<file path="config.mk">
export PLATFORM = sky130hd
export DESIGN_NAME = imm_extender
export DESIGN_NICKNAME = d
export VERILOG_FILES = /design/src/rtl/imm_extender.sv
export SDC_FILE = /design/constraint.sdc
export NUM_CORES = 1
export LEC_CHECK = 0
export CAP_MARGIN = 20
export CORE_MARGIN = 1.5
export CORE_UTILIZATION = 28
export DETAILED_ROUTE_END_ITERATION = 16
export GPL_ROUTABILITY_DRIVEN = 0
export PLACE_DENSITY = 0.55
export SETUP_SLACK_MARGIN = 0.3
export SLEW_MARGIN = 20
export SYNTH_ARGS = -nofsm -noshare
export SYNTH_HDL_FRONTEND = slang
export SYNTH_SLANG_ARGS = --single-unit
</file>
<file path="constraint.sdc">
create_clock -name clk -period 0.9 [get_ports clk]
set_input_delay 0.18 -clock clk [delete_from_list [all_inputs] [get_ports clk]]
set_output_delay 0.18 -clock clk [all_outputs]
set_load 0.02 [all_outputs]
</file>
<file path="src/rtl/imm_extender.sv">
// imm_extender: RV32I decode-stage immediate generator with one registered stage.
// Optional build macro IMM_SHAMT_EN: zero-extended 5-bit shamt for SLLI/SRLI/SRAI.
`default_nettype none

module imm_extender #(
  parameter int XLEN = 32  // only 32 is supported
) (
  input  logic            clk,
  input  logic            rst_n,
  input  logic [XLEN-1:0] instr,
  output logic [XLEN-1:0] immediate,
  output logic [2:0]      imm_fmt
);

  localparam logic [2:0] FMT_NONE = 3'd0;
  localparam logic [2:0] FMT_I    = 3'd1;
  localparam logic [2:0] FMT_S    = 3'd2;
  localparam logic [2:0] FMT_B    = 3'd3;
  localparam logic [2:0] FMT_U    = 3'd4;
  localparam logic [2:0] FMT_J    = 3'd5;

  logic [6:0]  opcode;
  logic        sign;
  logic [2:0]  fmt_next;
  logic [31:0] imm_next;

  assign opcode = instr[6:0];
  assign sign   = instr[31];

  always_comb begin
    fmt_next = FMT_NONE;
    unique case (opcode)
      7'b0000011, 7'b0010011, 7'b1100111,
      7'b0001111, 7'b1110011: fmt_next = FMT_I;
      7'b0100011:             fmt_next = FMT_S;
      7'b1100011:             fmt_next = FMT_B;
      7'b0110111, 7'b0010111: fmt_next = FMT_U;
      7'b1101111:             fmt_next = FMT_J;
      default:                fmt_next = FMT_NONE;
    endcase
  end

  always_comb begin
    imm_next = 32'h0;
    case (fmt_next)
      FMT_I: imm_next = {{20{sign}}, instr[31:20]};
      FMT_S: imm_next = {{20{sign}}, instr[31:25], instr[11:7]};
      FMT_B: imm_next = {{19{sign}}, instr[31], instr[7], instr[30:25], instr[11:8], 1'b0};
      FMT_U: imm_next = {instr[31:12], 12'h000};
      FMT_J: imm_next = {{11{sign}}, instr[31], instr[19:12], instr[20], instr[30:21], 1'b0};
      default: imm_next = 32'h0;
    endcase
`ifdef IMM_SHAMT_EN
    // Shift-immediates carry only the shamt; funct7 (incl. the SRAI bit) is dropped.
    if (opcode == 7'b0010011 && instr[13:12] == 2'b01)
      imm_next = {27'h0, instr[24:20]};
`endif
  end

  // Async reset dominates, so unknown instr bits cannot reach the register in reset.
  always_ff @(posedge clk or negedge rst_n) begin
    if (!rst_n) begin
      immediate <= '0;
      imm_fmt   <= FMT_NONE;
    end else begin
      immediate <= imm_next;
      imm_fmt   <= fmt_next;
    end
  end

endmodule

`default_nettype wire

</file>
### Yosys cells after proc, flatten, opt, wreduce, memory -nomap -nowiden

Cells that the tools add are included.

* order comparisons: 0
* reduce and logical (&&, ||, !) cells: 2
* $add $sub $neg: 0
* bitwise operators: 0
* eq/ne operators: 15
* div/mod/pow operators: 0
* $mul: 0
* shift operators: 0
* multiplexer cells: 2

Operators by type and width (number)
* 32-bit case mux with 5 select lines: 1
* 7-bit equality test (second input constant): 4
* 3-bit case mux with 5 select lines: 1
* 7-bit by 5-bit equality test with 1-bit output (second input constant): 2
* 7-bit by 6-bit equality test with 1-bit output (second input constant): 2
* 7-bit by 2-bit equality test with 1-bit output (second input constant): 1
* 7-bit by 4-bit equality test with 1-bit output (second input constant): 1
* 3-bit by 2-bit equality test with 1-bit output (second input constant): 2
* 3-bit equality test (second input constant): 2
* 5-bit OR reduction: 1
* 3-bit by 1-bit equality test with 1-bit output (second input constant): 1
* 2-bit OR reduction: 1

* memory bits (read-only): 0
* memories: 0
* output and inout bits: 35
* bits in latches: 0
* input bits: 34
* register bits after elaboration: 35
* memory bits (writable): 0

### Logic depth before layout (Yosys ltp)

Gate-level depths: netlist (run 1).

* word-level depth: 5
* gate-level depth with buffers: 6

### Worst setup path after synthesis (run 1)

Ideal clock, no wire load.

* path kind: in2reg
* start point: input port instr[3]
* end point: register immediate[31]
* slack: -0.374 ns
* stages: 5
* path buffers: 1
* arrival time: 1.150 ns
* cells stage by stage: buf_6 and3b_4 a32o_1 or2_0 o31a_1

* word-level cells in the longest chain between the ends: 5
* elaborated cells on any way between the ends: 19

Ends and longest elaborated chain
* start, declared: RTL line 10 `input logic [XLEN-1:0] instr,`
* 7-bit by 2-bit equality test with 1-bit output, or another cell as far along: RTL line 32 `unique case (opcode)`
* 5-bit OR reduction or 2-bit OR reduction (tied branches): RTL line 32
* 3-bit case mux with 5 select lines *: RTL line 32
* 3-bit equality test, or another cell as far along: RTL line 45 `case (fmt_next)`
* 32-bit case mux with 5 select lines *: RTL line 45
* via imm_next[31]: RTL line 25 `logic [31:0] imm_next;`
* end signal, assigned: RTL line 66 `immediate <= imm_next;`
* end, declared: RTL line 11 `output logic [XLEN-1:0] immediate,`

Mark *: on every way through the listed nets, which the timed path passes. The rest lies on a longest branch.

### Worst setup path in the final report (run 1)

* start point: input port instr[2]
* end point: register immediate[2]

The elaborated chain is that of the path after synthesis.

==> results.json, run 1 <==
{
  "slew_headroom_pct": 78.5,
  "cts_buffers": 5,
  "final_cells": 326,
  "clk_pin_slew_ps": 70,
  "drtAntennaViolNets": 0,
  "start_util_pct": 29.5,
  "final_common_cell": "buf_6",
  "grt_pass1_wl_um": 7770,
  "p_comb_share_pct": 22.7,
  "fin_nets": 287,
  "setup_ws_ps": -258,
  "cp.required_ps": 1060,
  "crit_type": "input port to register",
  "p_switching_uw": 900,
  "syn2layout_area_growth_pct": 86.4,
  "fin_tns_setup_ps": -8790,
  "ir_drop_mv": 0.532,
  "antenna_found_initial": 0,
  "worstMarginPinSlew_ps": 313,
  "rows": 27,
  "cp_cell_sequence": "buf_8, buf_6, buf_6, and3b_1, o21a_1, o21bai_4, a32o_1",
  "routed-via-count": 1538,
  "wire_per_inst_um": 14.9,
  "syn_area_sq_um": 1650,
  "dr.pass1.iters": 4,
  "core_region_area_sq_um": 5570,
  "p_int_uw": 2560,
  "cp-start-kind": "input port",
  "synthFlopType": "dfrtp_1",
  "rsz0062_at_grt": "true",
  "cp_max_fo": 5,
  "dieArea_sq_um": 6340,
  "cts.sinks": 35,
  "portBuffers": 68,
  "status": "finished with violations",
  "hold_path_class": "input port to asynchronous set/reset pin",
  "ctsHoldBuffers": 0,
  "grt-ovfl-total": 0,
  "antennaDiodeCount": 0,
  "pwr-share-seq_pct": 46.8,
  "worstPathArrival_ps": 1320,
  "worst_path_most_repeated_cell": "buf_6",
  "hold_viol": 0,
  "synth-warning-count": 0,
  "h-tree-depth": 2,
  "drive_gt1_share_pct": 56.7,
  "async_flop_share_pct": 100,
  "cap_violations": 0,
  "cp-end-kind": "register",
  "synth_edf_count": 0,
  "place_hpwl_um": 3550,
  "vias_per_cell": 4.72,
  "critPathMaxStageDelay_ps": 230,
  "clk_path_buf_depth": 2,
  "io-pin-count": 69,
  "total_power_uw": 3460,
  "whs_ps": 271,
  "ys_seq_elements": 35,
  "period_share_pct": 129,
  "wl_um": 4860,
  "min_period_ps": 1160,
  "final_cell_mix": "buf_6 (50), dfrtp_1 (35), buf_4 (29)",
  "ys_seq_area_share_pct": 53.2,
  "drt_iter0_markers": 20,
  "slowest_stage": "a32o_1",
  "p_sw_share_pct": 26.0,
  "remaining_drc_errors": 0,
  "synth.avg_cell_area_sq_um": 11.6,
  "violations": "negative setup slack",
  "dp_cells": 304,
  "grtUsageTotal_pct": 15.9,
  "slew_viol_final": 0,
  "die_x_um": 79.7,
  "synth.distinct_cells": 43,
  "dieHeight_um": 79.7,
  "clockPowerShare_pct": 30.5,
  "grt_max_degree": 36,
  "cts_tree": "yes",
  "synthesis.instances": 142,
  "grt_pass1_vias": 1622,
  "power_density_nw_per_um2": 1130,
  "cts_root_buf": "clkbuf_8",
  "fmax_ghz": 0.863,
  "synth.net_count": 176,
  "leakagePower_uw": 0.00146,
  "setup_violations": 69
}
-- state kept, by name, summed over array words and instances (netlist names) --
signal     cells
imm_fmt        3
immediate     32
-- timing repair --
item,in CTS,in global routing
setup endpoints to repair,70,70
gates resized for setup,273,16
pin swaps,19,11
setup buffers,6,6
gates cloned,2,0
hold endpoints to repair,0,0
-- cells in the mapped netlist (all sizes together) (2+ instances only) --
master    n  area [sq um]
a211oi    2          15.0
a21o      8          60.1
a21oi    13           110
a32o      6          60.1
and3b     3          30.0
buf       8          72.6
dfrtp    35           876
inv       6          22.5
nand2    15          56.3
nand3     2          10.0
nand4bb   2          22.5
nor2     14          55.1
o211ai    3          32.5
o21ai     3          15.0
-- power by group through the flow --
| stage | Combinational [uW] | Clock (uW) | Sequential (uW) |
|---|---|---|---|
| floorplan | 238 | 0 | 1690 |
| global placement | 645 | 0 | 1640 |
| detailed placement | 658 | 0 | 1640 |
| CTS | 744 | 1090 | 1620 |
| global route | 839 | 1150 | 1620 |
| finish | 788 | 1050 | 1620 |
-- metal layers --
| metal | global-route usage [%] | vias up | wire, um | share of wire (%) |
|---|---|---|---|---|
| met5 | 0 | - | 0 | 0 |
| li1 | - | 724 | - | - |
| met2 | 29.2 | 49 | 2600 | 54 |
| met1 | 19.1 | 761 | 1980 | 41 |
| met4 | 5.26 | 0 | 53 | 1.1 |
| met3 | 1.94 | 4 | 227 | 4.7 |
-- stage by stage --
step	setup slack, ps	cell area, sq um	util [%]
CTS	-271	2960	53.1
finish	-258	3070	55.0
global route	-287	3070	55.0
detailed placement	-1170	2660	47.7
global placement	-1090	2660	47.7
floorplan	-356	1750	-
-- critical path: cells and delay by family --
kind | cells | cell delay [ps]
AOI/OAI and AO/OA | 3 | 650
buffers and inverters | 3 | 330
and+or+nand+nor | 1 | 160
-- cells by family after synthesis --
logic type	count (synthesis)	synth area share, %
AND/OR/NAND/NOR	47	16.7
flip-flops	35	53.2
buffers and inverters	15	6.01
AO/OA/AOI/OAI	42	22.0
multiplexers	2	1.52
XOR/XNOR	1	0.532
-- final cells by class --
| cell class | instances | area, sq um |
|---|---|---|
| fillers | 486 | 2510 |
| repair buffers | 112 | 1130 |
| flip-flops and latches | 35 | 876 |
| multi-input cells | 93 | 860 |
| well taps | 72 | 90.1 |
| clock buffers | 5 | 68.8 |
| inverters | 6 | 22.5 |
| clock inverters | 3 | 15.0 |
-- how the worst max path moves through the flow --
stage / startpoint / endpoint / slack (ps) / cells after the start
2_1_floorplan: instr[5] / immediate[31] / -360 / 5
3_3_place_gp: instr[3] / immediate[20] / -1090 / 5
3_5_place_dp: instr[3] / immediate[30] / -1170 / 5
4_1_cts: instr[2] / immediate[31] / -270 / 6
5_1_grt: instr[2] / immediate[2] / -290 / 7
6_report: instr[2] / immediate[2] / -260 / 7
Note: power is estimated with default switching activity, not from simulation.
==> run 2: changes to the inputs <==
--- a/config.mk
+++ b/config.mk
@@ -6,12 +6,15 @@
 export NUM_CORES = 1
 export LEC_CHECK = 0
 export CAP_MARGIN = 20
+export CELL_PAD_IN_SITES_DETAIL_PLACEMENT = 0
+export CELL_PAD_IN_SITES_GLOBAL_PLACEMENT = 1
 export CORE_MARGIN = 1.5
 export CORE_UTILIZATION = 28
 export DETAILED_ROUTE_END_ITERATION = 16
 export GPL_ROUTABILITY_DRIVEN = 0
-export PLACE_DENSITY = 0.55
+export PLACE_DENSITY = 0.69
 export SETUP_SLACK_MARGIN = 0.3
+export SKIP_LAST_GASP = 1
 export SLEW_MARGIN = 20
 export SYNTH_ARGS = -nofsm -noshare
 export SYNTH_HDL_FRONTEND = slang
==> results.json, run 2 (synthesized netlist as in run 1, its figures left out) <==
{
  "core_region_area_sq_um": 5570,
  "endpoint": "immediate[21]",
  "place_hpwl_um": 3600,
  "routed-via-count": 1519,
  "fmax_ghz": 0.899,
  "startpoint": "instr[6]",
  "cts.sinks": 35,
  "cts_buffers": 5,
  "dr.pass1.iters": 4,
  "hold_viol": 0,
  "violations": "negative setup slack",
  "clk_path_buf_depth": 2,
  "portBuffers": 68,
  "antennaDiodeCount": 0,
  "top_regs": "immediate (32), imm_fmt (3)",
  "grt_pass1_wl_um": 7960,
  "cp-start-kind": "input port",
  "final_util_pct": 56.6,
  "final_cell_mix": "buf_6 (53), dfrtp_1 (35), buf_4 (28)",
  "vias_per_cell": 4.63,
  "total_power_uw": 3550,
  "largest_reg_flops": 32,
  "h-tree-depth": 2,
  "worstPathArrival_ps": 1320,
  "hold_path_class": "input port to asynchronous set/reset pin",
  "dieHeight_um": 79.7,
  "rsz0062_at_grt": "true",
  "syn2layout_area_growth_pct": 91.8,
  "start_util_pct": 29.5,
  "dieArea_sq_um": 6340,
  "cts_tree": "yes",
  "top_register": "immediate",
  "grt-ovfl-total": 0,
  "clk_pin_slew_ps": 70,
  "worstMarginPinSlew_ps": 298,
  "min_period_ps": 1110,
  "leakagePower_uw": 0.00150,
  "final_common_cell": "buf_6",
  "cp_max_fo": 10,
  "wl_um": 4970,
  "grtUsageTotal_pct": 16.7,
  "grt_max_degree": 36,
  "slew_headroom_pct": 80.1,
  "setup_violations": 69,
  "period_share_pct": 124,
  "fill_cells": 468,
  "power_density_nw_per_um2": 1120,
  "cp.required_ps": 1110,
  "grt_pass1_vias": 1644,
  "crit_type": "input port to register",
  "drt_iter0_markers": 20,
  "wire_per_inst_um": 15.1,
  "status": "finished with violations",
  "cp-end-kind": "register",
  "drive_gt1_share_pct": 55.5,
  "antenna_found_initial": 0,
  "cts_root_buf": "clkbuf_8",
  "slew_viol_final": 0,
  "remaining_drc_errors": 0,
  "die_x_um": 79.7,
  "rows": 27,
  "setup_ws_ps": -212,
  "cap_violations": 0,
  "fin_nets": 290,
  "drtAntennaViolNets": 0,
  "io-pin-count": 69,
  "ir_drop_mv": 0.511
}
-- run 2: what timing repair did --
item                                    CTS  global route
pin swaps                                31            11
cloned                                    4             0
buffers inserted                         10             0
resized for setup                       291             8
hold buffers                              0             0
endpoints found under the setup margin   70            70
-- run 2: report_power, final --
| group | switching (uW) | internal [uW] | leakage, uW |
|---|---|---|---|
| logic | 362 | 463 | 0.000967 |
| clock network | 504 | 599 | 0.0000470 |
| registers | 15.9 | 1610 | 0.000485 |
| total | 882 | 2670 | 0.00150 |
-- run 2: routing by layer --
| metal | wire length, um | vias up | track usage [%] |
|---|---|---|---|
| li1 | - | 728 | - |
| met1 | 2040 | 747 | 20.2 |
| met2 | 2640 | 38 | 29.5 |
| met3 | 201 | 6 | 2.74 |
| met4 | 80 | 0 | 6.49 |
| met5 | 0 | - | 0 |
-- run 2: worst min path at each step --
| stage | start | endpoint | slack, ps |
|---|---|---|---|
| 6_report | rst_n | immediate[12] | 270 |
| 5_1_grt | rst_n | immediate[12] | 280 |
| 4_1_cts | rst_n | immediate[17] | 280 |
| 3_5_place_dp | rst_n | immediate[12] | 580 |
| 3_3_place_gp | rst_n | immediate[12] | 570 |
| 2_1_floorplan | rst_n | imm_fmt[0] | -120 |
-- run 2: worst max-delay path, cell delays in order --
cell and delay, ps:
buf_4 160, or3b_4 470, nor2_4 170, buf_6 140, nand2_2 60, a21oi_4 140
-- run 2: per-stage QoR --
stage | instance area [sq um] | setup WS, ps | cells | hold WS [ps] | TNS, ps
after floorplan | 1750 | -356 | 142 | -116 | -8300
after global placement | 2680 | -1080 | 307 | 566 | -39910
after detailed placement | 2680 | -1150 | 307 | 578 | -42210
after CTS | 3130 | -241 | 328 | 279 | -8700
after global routing | 3160 | -254 | 328 | 278 | -10360
final | 3160 | -212 | 328 | 273 | -7770
-- run 2: area by class of cell --
class	instances	area (sq um)	area share (%)
repair buffers	115	1220	38.8
flip-flops and latches	35	876	27.8
multi-input cells	93	856	27.1
well taps	72	90.1	2.85
clock buffers	6	82.6	2.62
inverters	6	22.5	0.714
clock inverters	1	5.00	0.159
==> run 3: changes to the inputs <==
--- a/config.mk
+++ b/config.mk
@@ -13,7 +13,7 @@
 export DETAILED_ROUTE_END_ITERATION = 16
 export GPL_ROUTABILITY_DRIVEN = 0
 export PLACE_DENSITY = 0.69
-export SETUP_SLACK_MARGIN = 0.3
+export SETUP_SLACK_MARGIN = 0.5
 export SKIP_LAST_GASP = 1
 export SLEW_MARGIN = 20
 export SYNTH_ARGS = -nofsm -noshare
==> results.json, run 3 (synthesized netlist as in run 1, its figures left out) <==
{
  "top_regs": "immediate (32), imm_fmt (3)",
  "rsz0062_at_grt": "true",
  "grt-ovfl-total": 0,
  "die_x_um": 79.7,
  "cp-start-kind": "input port",
  "cp_max_fo": 6,
  "cp_cell_sequence": "buf_6, buf_6, mux2_4, buf_4, buf_6, o21ai_4, o211ai_4, nor2_1",
  "final_cell_mix": "buf_6 (53), dfrtp_1 (35), buf_4 (32)",
  "fmax_ghz": 0.906,
  "power_density_nw_per_um2": 1100,
  "fin_nets": 297,
  "dr.pass1.iters": 4,
  "dieArea_sq_um": 6340,
  "worst_path_most_repeated_cell": "buf_6",
  "worstPathArrival_ps": 1310,
  "post-route-cell-area_sq_um": 3270,
  "p_switching_uw": 887,
  "crit_type": "input port to register",
  "postPlaceCellArea_sq_um": 2680,
  "grtUsageTotal_pct": 16.9,
  "violations": "negative setup slack",
  "start_util_pct": 29.5,
  "hold_path_class": "input port to asynchronous set/reset pin",
  "clk_pin_slew_ps": 70,
  "worstMarginPinSlew_ps": 295,
  "h-tree-depth": 2,
  "drt_iter0_markers": 39,
  "grt_pass1_vias": 1632,
  "hold_viol": 0,
  "core_region_area_sq_um": 5570,
  "final_common_cell": "buf_6",
  "clockPowerShare_pct": 30.7,
  "leakagePower_uw": 0.00157,
  "portBuffers": 68,
  "largest_reg_flops": 32,
  "top_register": "immediate",
  "critPathMaxStageDelay_ps": 280,
  "final_util_pct": 58.6,
  "vias_per_cell": 4.62,
  "slew_viol_final": 0,
  "cts_tree": "yes",
  "p_sw_share_pct": 24.6,
  "grt_max_degree": 18,
  "io-pin-count": 69,
  "place_hpwl_um": 3600,
  "routed-via-count": 1549,
  "wl_um": 5080,
  "min_period_ps": 1100,
  "antenna_found_initial": 0,
  "status": "finished with violations",
  "ir_drop_mv": 0.520,
  "slowest_stage": "mux2_4",
  "slew_headroom_pct": 80.3,
  "antennaDiodeCount": 0,
  "grt_pass1_wl_um": 8000,
  "cap_violations": 0,
  "period_share_pct": 123,
  "cts.sinks": 35,
  "rows": 27,
  "total_power_uw": 3600,
  "clk_path_buf_depth": 2,
  "setup_ws_ps": -203,
  "p_comb_share_pct": 24.3,
  "p_int_uw": 2720,
  "remaining_drc_errors": 0,
  "pwr-share-seq_pct": 45.0,
  "drtAntennaViolNets": 0,
  "cts_buffers": 5,
  "dieHeight_um": 79.7,
  "cp-end-kind": "register",
  "cp.required_ps": 1110,
  "setup_violations": 69,
  "cts_root_buf": "clkbuf_8",
  "syn2layout_area_growth_pct": 98.6,
  "drive_gt1_share_pct": 56.3,
  "wire_per_inst_um": 15.2
}
## run 3: cell types whose count changed in the layout (fill, tap and decap cells not counted)
cell             before  now
nor2_4                3    2
dlygate4sd2_1         1    2
bufbuf_16             0    2
nor2_1                9   10
buf_4                28   32
clkbuf_16             1    2
clkdlybuf4s50_1      25   24
## run 3: per-stage QoR
step | worst slack, ps | hold slack (ps) | std cells | setup TNS [ps]
finish | -203 | 62.8 | 335 | -7830
global route | -240 | 73.8 | 335 | -10360
CTS | -241 | 88.8 | 330 | -8700
detailed placement | -1150 | 578 | 307 | -42210
global placement | -1080 | 566 | 307 | -39910
floorplan | -356 | -116 | 142 | -8300
## run 3: power groups by stage
stage,logic [uW],clock network (uW),registers (uW)
5_1_grt,929,1240,1620
4_1_cts,850,1130,1620
2_1_floorplan,238,0,1690
6_report,876,1110,1620
3_3_place_gp,652,0,1640
3_5_place_dp,667,0,1640
## run 3: metal layers
layer / wire, um / GRT usage [%]
met1: 2120 / 20.5
met2: 2690 / 29.7
met3: 203 / 2.74
met4: 75 / 6.49
met5: 0 / 0
## run 3: repair_timing
action                     CTS  global route
cloned                       6             1
pin swaps                   31            14
resized for setup          292             6
setup endpoints to repair  105            70
setup buffers               10             4
hold buffers                 0             0
## run 3: path summary, 6_finish.rpt
check | from | to | slack [ps] | cells past startpoint
min | rst_n | immediate[2] | 60 | 2
max in group asynchronous | rst_n | imm_fmt[2] | 560 | 2
max | instr[4] | immediate[10] | -200 | 8
min in group clk | instr[6] | immediate[8] | 330 | 4
## run 3: critical path: cells and delay by family
| family | cells | cell delay (ps) |
|---|---|---|
| multiplexers | 1 | 280 |
| AND/OR/NAND/NOR | 1 | 120 |
| buffers and inverters | 4 | 490 |
| AO/OA/AOI/OAI | 2 | 260 |
## run 3: final cells by class
class                   instances  area (sq um)
flip-flops and latches         35           876
repair buffers                122          1340
well taps                      72          90.1
multi-input cells              93           848
clock inverters                 1          5.00
clock buffers                   6          82.6
fillers                       460          2310
inverters                       6          22.5
